File: src/rtl/sultans_round_accumulator.sv
// sultans_round_accumulator
// Compression-accumulate stage of the mini hash datapath. Folds ROUNDS beats
// of (Ao, Bo, ANDo) nibbles from the sultans_of_swing stage into a running
// state word, then presents a feed-forward digest (state + IV) downstream.
//
// Handshake semantics (both ports): a transfer happens on a rising clock edge
// where valid && ready are both high. The producer holds its payload stable
// while valid is high and ready is low. in_ready depends only on the FSM
// state and never on in_valid. out_valid and digest are registered and do not
// depend on out_ready.

module sultans_round_accumulator #(
    parameter int               WIDTH  = 4,
    parameter int               ROUNDS = 8,
    parameter logic [WIDTH-1:0] IV     = 4'h6
) (
    input  logic             clk,
    input  logic             reset,      // async, active-low
    input  logic             start,
    input  logic             in_valid,
    output logic             in_ready,
    input  logic [WIDTH-1:0] a_in,
    input  logic [WIDTH-1:0] b_in,
    input  logic [WIDTH-1:0] and_in,
    output logic             out_valid,
    input  logic             out_ready,
    output logic [WIDTH-1:0] digest,
    output logic             busy,
    output logic [7:0]       round_cnt,
    output logic [1:0]       state_dbg   // FSM state, for checkers and debug
);

    typedef enum logic [1:0] {
        ST_IDLE = 2'd0,
        ST_RUN  = 2'd1,
        ST_DONE = 2'd2
    } state_t;

    // Count value held while the final beat of a job is being accepted.
    localparam logic [7:0] LAST_CNT = 8'(ROUNDS - 1);

    state_t           state_q,     state_d;
    logic [WIDTH-1:0] acc_q,       acc_d;
    logic [WIDTH-1:0] digest_q,    digest_d;
    logic [7:0]       round_cnt_q, round_cnt_d;
    logic             out_valid_q, out_valid_d;

    logic [WIDTH-1:0] a_rotl;
    logic [WIDTH-1:0] next_acc;
    logic             beat_fire;
    logic             out_fire;
    logic             last_beat;

    // Round function: acc + rotl1(a) + b + and, wrapping at WIDTH bits.
    always_comb begin
        a_rotl   = {a_in[WIDTH-2:0], a_in[WIDTH-1]};
        next_acc = acc_q + a_rotl + b_in + and_in;
    end

    // Port-level strobes derived from the registered state.
    always_comb begin
        in_ready  = (state_q == ST_RUN);
        busy      = (state_q != ST_IDLE);
        beat_fire = in_valid && in_ready;
        out_fire  = out_valid_q && out_ready;
        last_beat = (round_cnt_q == LAST_CNT);
    end

    // Next-state and datapath update; every register holds unless told otherwise.
    always_comb begin
        state_d     = state_q;
        acc_d       = acc_q;
        digest_d    = digest_q;
        round_cnt_d = round_cnt_q;
        out_valid_d = out_valid_q;

        case (state_q)
            ST_IDLE: begin
                // in_ready is low here, so a beat presented alongside start
                // is not consumed.
                if (start) begin
                    acc_d       = IV;
                    round_cnt_d = 8'd0;
                    state_d     = ST_RUN;
                end
            end

            ST_RUN: begin
                // start is ignored while a job is in flight; in_valid low is a stall.
                if (beat_fire) begin
                    acc_d       = next_acc;
                    round_cnt_d = round_cnt_q + 8'd1;
                    if (last_beat) begin
                        digest_d    = next_acc + IV;
                        out_valid_d = 1'b1;
                        state_d     = ST_DONE;
                    end
                end
            end

            ST_DONE: begin
                // Digest held until taken; a start on the handshake cycle
                // is dropped, so the next job needs start in a later IDLE cycle.
                if (out_fire) begin
                    out_valid_d = 1'b0;
                    state_d     = ST_IDLE;
                end
            end

            default: begin
                state_d     = ST_IDLE;
                out_valid_d = 1'b0;
            end
        endcase
    end

    // State and datapath registers; reset discards any partial job.
    always_ff @(posedge clk or negedge reset) begin
        if (!reset) begin
            state_q     <= ST_IDLE;
            acc_q       <= '0;
            digest_q    <= '0;
            round_cnt_q <= 8'd0;
            out_valid_q <= 1'b0;
        end else begin
            state_q     <= state_d;
            acc_q       <= acc_d;
            digest_q    <= digest_d;
            round_cnt_q <= round_cnt_d;
            out_valid_q <= out_valid_d;
        end
    end

    // Registered outputs driven straight from the flops.
    always_comb begin
        out_valid = out_valid_q;
        digest    = digest_q;
        round_cnt = round_cnt_q;
        state_dbg = state_q;
    end

endmodule

File: config.mk
export PLATFORM = sky130hd
export DESIGN_NAME = sultans_round_accumulator
export DESIGN_NICKNAME = d
export VERILOG_FILES = /design/src/rtl/sultans_round_accumulator.sv
export SDC_FILE = /design/constraint.sdc
export NUM_CORES = 1
export LEC_CHECK = 0
export ABC_AREA = 1
export CAP_MARGIN = 20
export CORE_ASPECT_RATIO = 1.4
export CORE_MARGIN = 2
export CORE_UTILIZATION = 30
export DETAILED_ROUTE_END_ITERATION = 16
export GPL_TIMING_DRIVEN = 0
export HOLD_SLACK_MARGIN = 0.03
export PLACE_DENSITY = 0.53
export SLEW_MARGIN = 0
export SYNTH_ARGS = -nofsm -noshare
export SYNTH_HDL_FRONTEND = slang
export SYNTH_SLANG_ARGS = --single-unit
File: constraint.sdc
create_clock -name clk -period 2.2 [get_ports clk]
set_input_delay 0.22 -clock clk [delete_from_list [all_inputs] [get_ports clk]]
set_output_delay 0.22 -clock clk [all_outputs]
set_load 0.03 [all_outputs]
==> impl_metrics.env, run 1 <==
export IMPL_io_pins=34
export IMPL_routedWlPerCell_microns=11.25
export IMPL_via_per_inst=4.701
export IMPL_antenna_cells=0
export IMPL_synth_avg_cell_area_sq_um=7.614
export IMPL_ys_ff_latch=19
export IMPL_path_max_fanout=2
export IMPL_rsz0062_at_grt="true"
export IMPL_period_share=1.106
export IMPL_place_port_buffers=33
export IMPL_cp_end_kind="flip-flop"
export IMPL_r2r_slack_ns=0
export IMPL_path_clk_slew_ns=0.07
export IMPL_slew_violations=0
export IMPL_synth_cells=164
export IMPL_synth_xor_area_share=0
export IMPL_cts_root_buf="clkbuf_8"
export IMPL_clock_sinks=19
export IMPL_critical_path_class="in -> reg"
export IMPL_vias=1147
export IMPL_slew_headroom=0.4162
export IMPL_grt_busiest_layer="met2"
export IMPL_die_w_microns=58.53
export IMPL_grtUsageMet2=0.2573
export IMPL_syn2layout_area_growth_pct=35.87
export IMPL_yosys_area_share_simple=0.2826
export IMPL_clock_latency_ns=0.25
export IMPL_hold_class="in -> async"
export IMPL_synth_top_family_by_area="simple AND/OR/NAND/NOR gates"
export IMPL_setup_violations=3
export IMPL_r2r_cells=16
export IMPL_synth_ff_type="dfrtp_1"
export IMPL_synthAdderAreaFrac=0.1363
export IMPL_antenna_found_initial=0
export IMPL_tightest_slew_ns=0.8729
export IMPL_nFillCells=434
export IMPL_first_global_vias=1193
export IMPL_wirelength_microns=2746
export IMPL_met3_usage=0.009662
export IMPL_fin_nets=229
export IMPL_die_h_microns=80.34
export IMPL_seq_area_sq_um=475.5
export IMPL_dp_hpwl_microns=2252
export IMPL_required_ns=2.35
export IMPL_gp_congestion=0.7358
export IMPL_cts_hold_buffers=0
export IMPL_drc=0
export IMPL_period_needed_ns=2.433
export IMPL_ant_nets=0
export IMPL_p_leak_nw=0.8861
export IMPL_numCtsBuffers=3
export IMPL_rows=27
export IMPL_syn_num_nets=191
export IMPL_power_density_mw_per_mm2=1217
export IMPL_muxShareOfSynthArea=0
export IMPL_cts_tree="built"
export IMPL_failed_checks="setup timing"
export IMPL_globalRouteTotalUtil=0.1387
export IMPL_irDropWorstVdd_mv=0.5845
export IMPL_drive_gt1_frac=0.1393
export IMPL_htreeDepth=1
export IMPL_coreArea_sq_mm=0.003953
export IMPL_synth_area_top_cells="dfrtp_1 (38%), nand2_1 (16%), inv_1 (9.9%)"
export IMPL_synth_cell_types=22
export IMPL_outcome="complete, but fails checks"
export IMPL_cp_start_kind="input pin"
export IMPL_multi_input_area_sq_um=668.1
export IMPL_grt_max_degree=20
export IMPL_ys_seq_area_frac=0.3808
export IMPL_first_iter_violations=20
export IMPL_finalSetupTns_ns=-0.4669
export IMPL_grt_pass1_wl_microns=4981
export IMPL_yosysTopAreaCellShare=0.3808
export IMPL_r2r_start="acc_q[1]"
export IMPL_hold_ws_ns=0.4568
export IMPL_post_synth_top_area_cell="dfrtp_1"
export IMPL_final_core_utilization=0.4293
export IMPL_maxCapViolCount=0
export IMPL_startpoint="and_in[1]"
export IMPL_fin_skew_ns=0.001783
export IMPL_synth_compound_area_frac=0.08918
export IMPL_timing_rr_end="digest[3]"
export IMPL_overflow=0
export IMPL_initial_core_util=0.3159
export IMPL_synthTopCellsByCount="nand2_1 (54), inv_1 (33), dfrtp_1 (19)"
export IMPL_layout_setup_ws_ns=-0.2326
export IMPL_dr_pass1_iters=4
export IMPL_synth_warnings=0
export IMPL_synth_edf_count=0
export IMPL_fmax_ghz=0.4111
export IMPL_synth_async_reset_ratio=1.000
export IMPL_die_area_sq_mm=0.004702
export IMPL_cts_buffer_depth=2
export IMPL_syn_area_sq_mm=0.001249
export IMPL_cp_arrival_ns=2.58
export IMPL_met1_usage=0.1536
export IMPL_synth_most_common_cell="nand2_1"
export IMPL_finalHoldViolations=0
export IMPL_endpoint="digest[3]"
cells by family after synthesis:
group	count (synthesis)
adder cells (fa/ha/maj)	10
buffers and inverters	35
flip-flops	19
AO/OA/AOI/OAI	20
AND/OR/NAND/NOR	80
timing repair:
action                                 4_1_cts  5_1_grt
gates resized for setup                     22        5
setup endpoints to repair                    4        4
pin swaps                                   16        0
buffers inserted                             0        0
endpoints found under the hold margin        0        0
worst min-delay path by stage:
stage | startpoint | end | slack [ns] | cells after the start
2_1_floorplan | reset | acc_q[0] | -0.08 | 0
3_3_place_gp | digest[3] | digest[3] | 0.47 | 2
3_5_place_dp | digest[0] | digest[0] | 0.47 | 2
4_1_cts | digest[3] | digest[3] | 0.49 | 2
5_1_grt | reset | acc_q[1] | 0.53 | 1
6_report | reset | round_cnt[3] | 0.46 | 1
cell usage in the layout, fill, tap and decap left out, types with 2 or more instances in the layout:
cell	count
inv_1	29
clkdlybuf4s50_1	24
o21ai_0	9
nand3_1	10
dlygate4sd2_1	6
dfrtp_1	19
buf_6	2
nor2_1	6
a21oi_1	5
nand2_4	2
ha_1	2
buf_2	2
nor3_1	3
nand2_2	5
nand4_1	2
fa_1	4
inv_2	5
clkbuf_8	3
nand2_1	50
fa_2	2
critical path, cell delays in order:
cell and delay, ns:
buf_6 0.09, fa_1 0.54, inv_2 0.04, fa_1 0.44, inv_1 0.07, ha_2 0.17
inv_2 0.04, fa_2 0.34, inv_1 0.06, nand2_1 0.06, nand2_1 0.06, nand2_1 0.06
nand2_2 0.06, nand2_1 0.07, nand2_2 0.08, nand2_1 0.05, nand3_1 0.07, nand2_1 0.06
state kept, by name, indices dropped and copies added, names as in the netlist:
| signal | cells |
|---|---|
| round_cnt | 8 |
| acc_q | 4 |
| digest | 4 |
| state_dbg | 2 |
| out_valid | 1 |
through the flow:
step,std cells,instance area [sq um],power (mW),worst slack (ns)
after floorplan,164,1266,1.394,-0.2600
after detailed placement,240,1650,1.815,-0.9040
after global routing,244,1697,2.289,-0.4157
after CTS,244,1683,2.061,-0.2624
after global placement,240,1650,1.790,-0.8538
final,244,1697,2.065,-0.2326
metal layers:
metal / vias to the layer above / wire length (microns)
li1: 577 / -
met1: 536 / 1112
met2: 32 / 1471
met3: 2 / 121
met4: 0 / 40
met5: - / 0
where the power goes:
group | switching (mW) | internal, mW
Sequential | 0.0969 | 0.476
Clock | 0.118 | 0.126
Combinational | 0.726 | 0.523
final cells by class:
cell class	count	area share
Multi-Input combinational cell	110	0.3938
Sequential cell	19	0.2802
Timing Repair Buffer	33	0.1851
Inverter	34	0.07522
Tap cell	43	0.03171
Clock buffer	3	0.02434
Buffer	1	0.006637
Clock inverter	1	0.002950
Power figures use the tool's default switching activity.
==> run 2: changes to the inputs <==
--- a/config.mk
+++ b/config.mk
@@ -7,13 +7,15 @@
 export LEC_CHECK = 0
 export ABC_AREA = 1
 export CAP_MARGIN = 20
+export CELL_PAD_IN_SITES_DETAIL_PLACEMENT = 0
+export CELL_PAD_IN_SITES_GLOBAL_PLACEMENT = 1
 export CORE_ASPECT_RATIO = 1.4
 export CORE_MARGIN = 2
-export CORE_UTILIZATION = 30
+export CORE_UTILIZATION = 31
 export DETAILED_ROUTE_END_ITERATION = 16
 export GPL_TIMING_DRIVEN = 0
 export HOLD_SLACK_MARGIN = 0.03
-export PLACE_DENSITY = 0.53
+export PLACE_DENSITY = 0.73
 export SLEW_MARGIN = 0
 export SYNTH_ARGS = -nofsm -noshare
 export SYNTH_HDL_FRONTEND = slang
==> run 2 against run 1 <==
The run still ends with setup timing left. Combinational power is essentially flat. Non-clock buffer count is the same. Core utilization grew 0.94 points. Hold slack is essentially flat. Design area grew 0.44%. Via count shrank 2.4%. Clock-buffer cell count grew 1.
==> impl_metrics.env, run 2 (same netlist as run 1, synthesis figures left out) <==
export IMPL_maxCapViolCount=0
export IMPL_timing_rr_end="digest[3]"
export IMPL_power_mw=2.038
export IMPL_ant_nets=0
export IMPL_stdcell_area_sq_mm=0.001704
export IMPL_first_global_vias=1050
export IMPL_required_ns=2.35
export IMPL_post_cts_buffers=0
export IMPL_antenna_cells=0
export IMPL_setup_violations=3
export IMPL_cp_start_kind="input pin"
export IMPL_cpPeakStageDelay_ns=0.52
export IMPL_tightest_slew_ns=0.8730
export IMPL_die_h_microns=79.10
export IMPL_vias=1120
export IMPL_hold_ws_ns=0.4563
export IMPL_layout_setup_ws_ns=-0.2130
export IMPL_mostFrequentLayoutCells="nand2_1 (48), inv_1 (28), clkdlybuf4s50_1 (24), dfrtp_1 (19)"
export IMPL_syn2layout_area_growth_pct=36.47
export IMPL_largest_reg_flops=8
export IMPL_outcome="complete, but fails checks"
export IMPL_finalHoldViolations=0
export IMPL_coreArea_sq_mm=0.003885
export IMPL_wirelength_microns=2655
export IMPL_slowest_stage="fa_1"
export IMPL_drc=0
export IMPL_place_port_buffers=33
export IMPL_final_common_cell="nand2_1"
export IMPL_first_iter_violations=32
export IMPL_dpl_cell_count=240
export IMPL_cts_root_buf="clkbuf_8"
export IMPL_dr_pass1_iters=4
export IMPL_irDropWorstVdd_mv=0.7895
export IMPL_cp_end_kind="flip-flop"
export IMPL_fmax_ghz=0.4144
export IMPL_path_clk_slew_ns=0.07
export IMPL_critical_path_class="in -> reg"
export IMPL_r2r_cells=16
export IMPL_fin_nets=229
export IMPL_final_core_utilization=0.4386
export IMPL_path_max_fanout=2
export IMPL_cp_arrival_ns=2.57
export IMPL_globalRouteTotalUtil=0.1290
export IMPL_initial_core_util=0.3214
export IMPL_hold_class="in -> async"
export IMPL_postPlaceCellArea_sq_mm=0.001650
export IMPL_grt_pass1_wl_microns=4567
export IMPL_failed_checks="setup timing"
export IMPL_gp_congestion=0.7109
export IMPL_finalSetupTns_ns=-0.4669
export IMPL_die_w_microns=57.64
export IMPL_clock_latency_ns=0.26
export IMPL_clock_sinks=19
export IMPL_rsz0062_at_grt="true"
export IMPL_via_per_inst=4.590
export IMPL_period_needed_ns=2.413
export IMPL_io_pins=34
export IMPL_cp_cell_sequence="buf_6, fa_1, inv_1, fa_1, inv_1, ha_2, inv_2, fa_2, inv_2, nand2_2, nand2_1, nand2_1, nand2_2, inv_2, nand2_2, nand3_1, nand3_1, nand2_1"
export IMPL_die_area_sq_mm=0.004559
export IMPL_r2r_slack_ns=-0.01
export IMPL_post_place_ws_ns=-0.8383
export IMPL_cts_hold_buffers=0
export IMPL_cts_buffer_depth=2
export IMPL_rows=27
export IMPL_p_leak_nw=0.8818
export IMPL_layout_cells_non_filler=244
export IMPL_period_share=1.097
export IMPL_slew_violations=0
export IMPL_numCtsBuffers=3
export IMPL_r2r_start="acc_q[1]"
export IMPL_power_density_mw_per_mm2=1196
export IMPL_dp_hpwl_microns=2148
export IMPL_grt_max_degree=20
export IMPL_fin_skew_ns=0.003436
export IMPL_antenna_found_initial=0
export IMPL_routedWlPerCell_microns=10.88
export IMPL_drive_gt1_frac=0.1493
export IMPL_cts_tree="built"
export IMPL_slew_headroom=0.4162
export IMPL_overflow=0
export IMPL_htreeDepth=1
[run 2: cell types whose count changed in the layout (fill, tap and decap cells not counted), sizes merged]
cell / delta
clkdlybuf4s15: +2
dlygate4sd2: -2
clkbuf: +1
clkinv: -1
[run 2: routing by layer]
metal	vias to the layer above	global-route usage	wire (microns)
li1	583	-	-
met1	503	0.1498	1086
met2	30	0.2250	1354
met3	4	0.01466	137
met4	0	0.07209	76
met5	-	0	0
[run 2: layout make-up]
| type | instances | area, sq um |
|---|---|---|
| flip-flops and latches | 19 | 475.5 |
| inverters | 34 | 127.6 |
| fillers | 416 | 2181 |
| clock buffers | 4 | 45.04 |
| well taps | 43 | 53.80 |
| multi-input cells | 110 | 674.4 |
| repair buffers | 33 | 316.6 |
| plain buffers | 1 | 11.26 |
[run 2: worst max path at each step]
stage,start,endpoint,slack [ns]
after floorplan,a_in[0],digest[3],-0.26
after global placement,a_in[0],digest[3],-0.82
after detailed placement,a_in[0],digest[3],-0.84
after CTS,and_in[1],digest[3],-0.20
after global routing,and_in[1],digest[3],-0.36
final,and_in[1],digest[3],-0.21
[run 2: repair_timing]
action / in CTS / in global routing
gates resized for setup: 24 / 8
hold endpoints to repair: 0 / 0
pin swaps: 16 / 10
endpoints found under the setup margin: 4 / 3
[run 2: worst max-delay path, delay by kind of cell]
family / cells / cell delay, ns
fa+ha+maj: 4 / 1.50
simple gates: 8 / 0.50
buf+inv: 6 / 0.35
[run 2: where the power goes]
part / total (mW) / switching (mW) / internal (mW)
Sequential: 0.578 / 0.102 / 0.476
Combinational: 1.22 / 0.711 / 0.506
Clock: 0.243 / 0.115 / 0.129
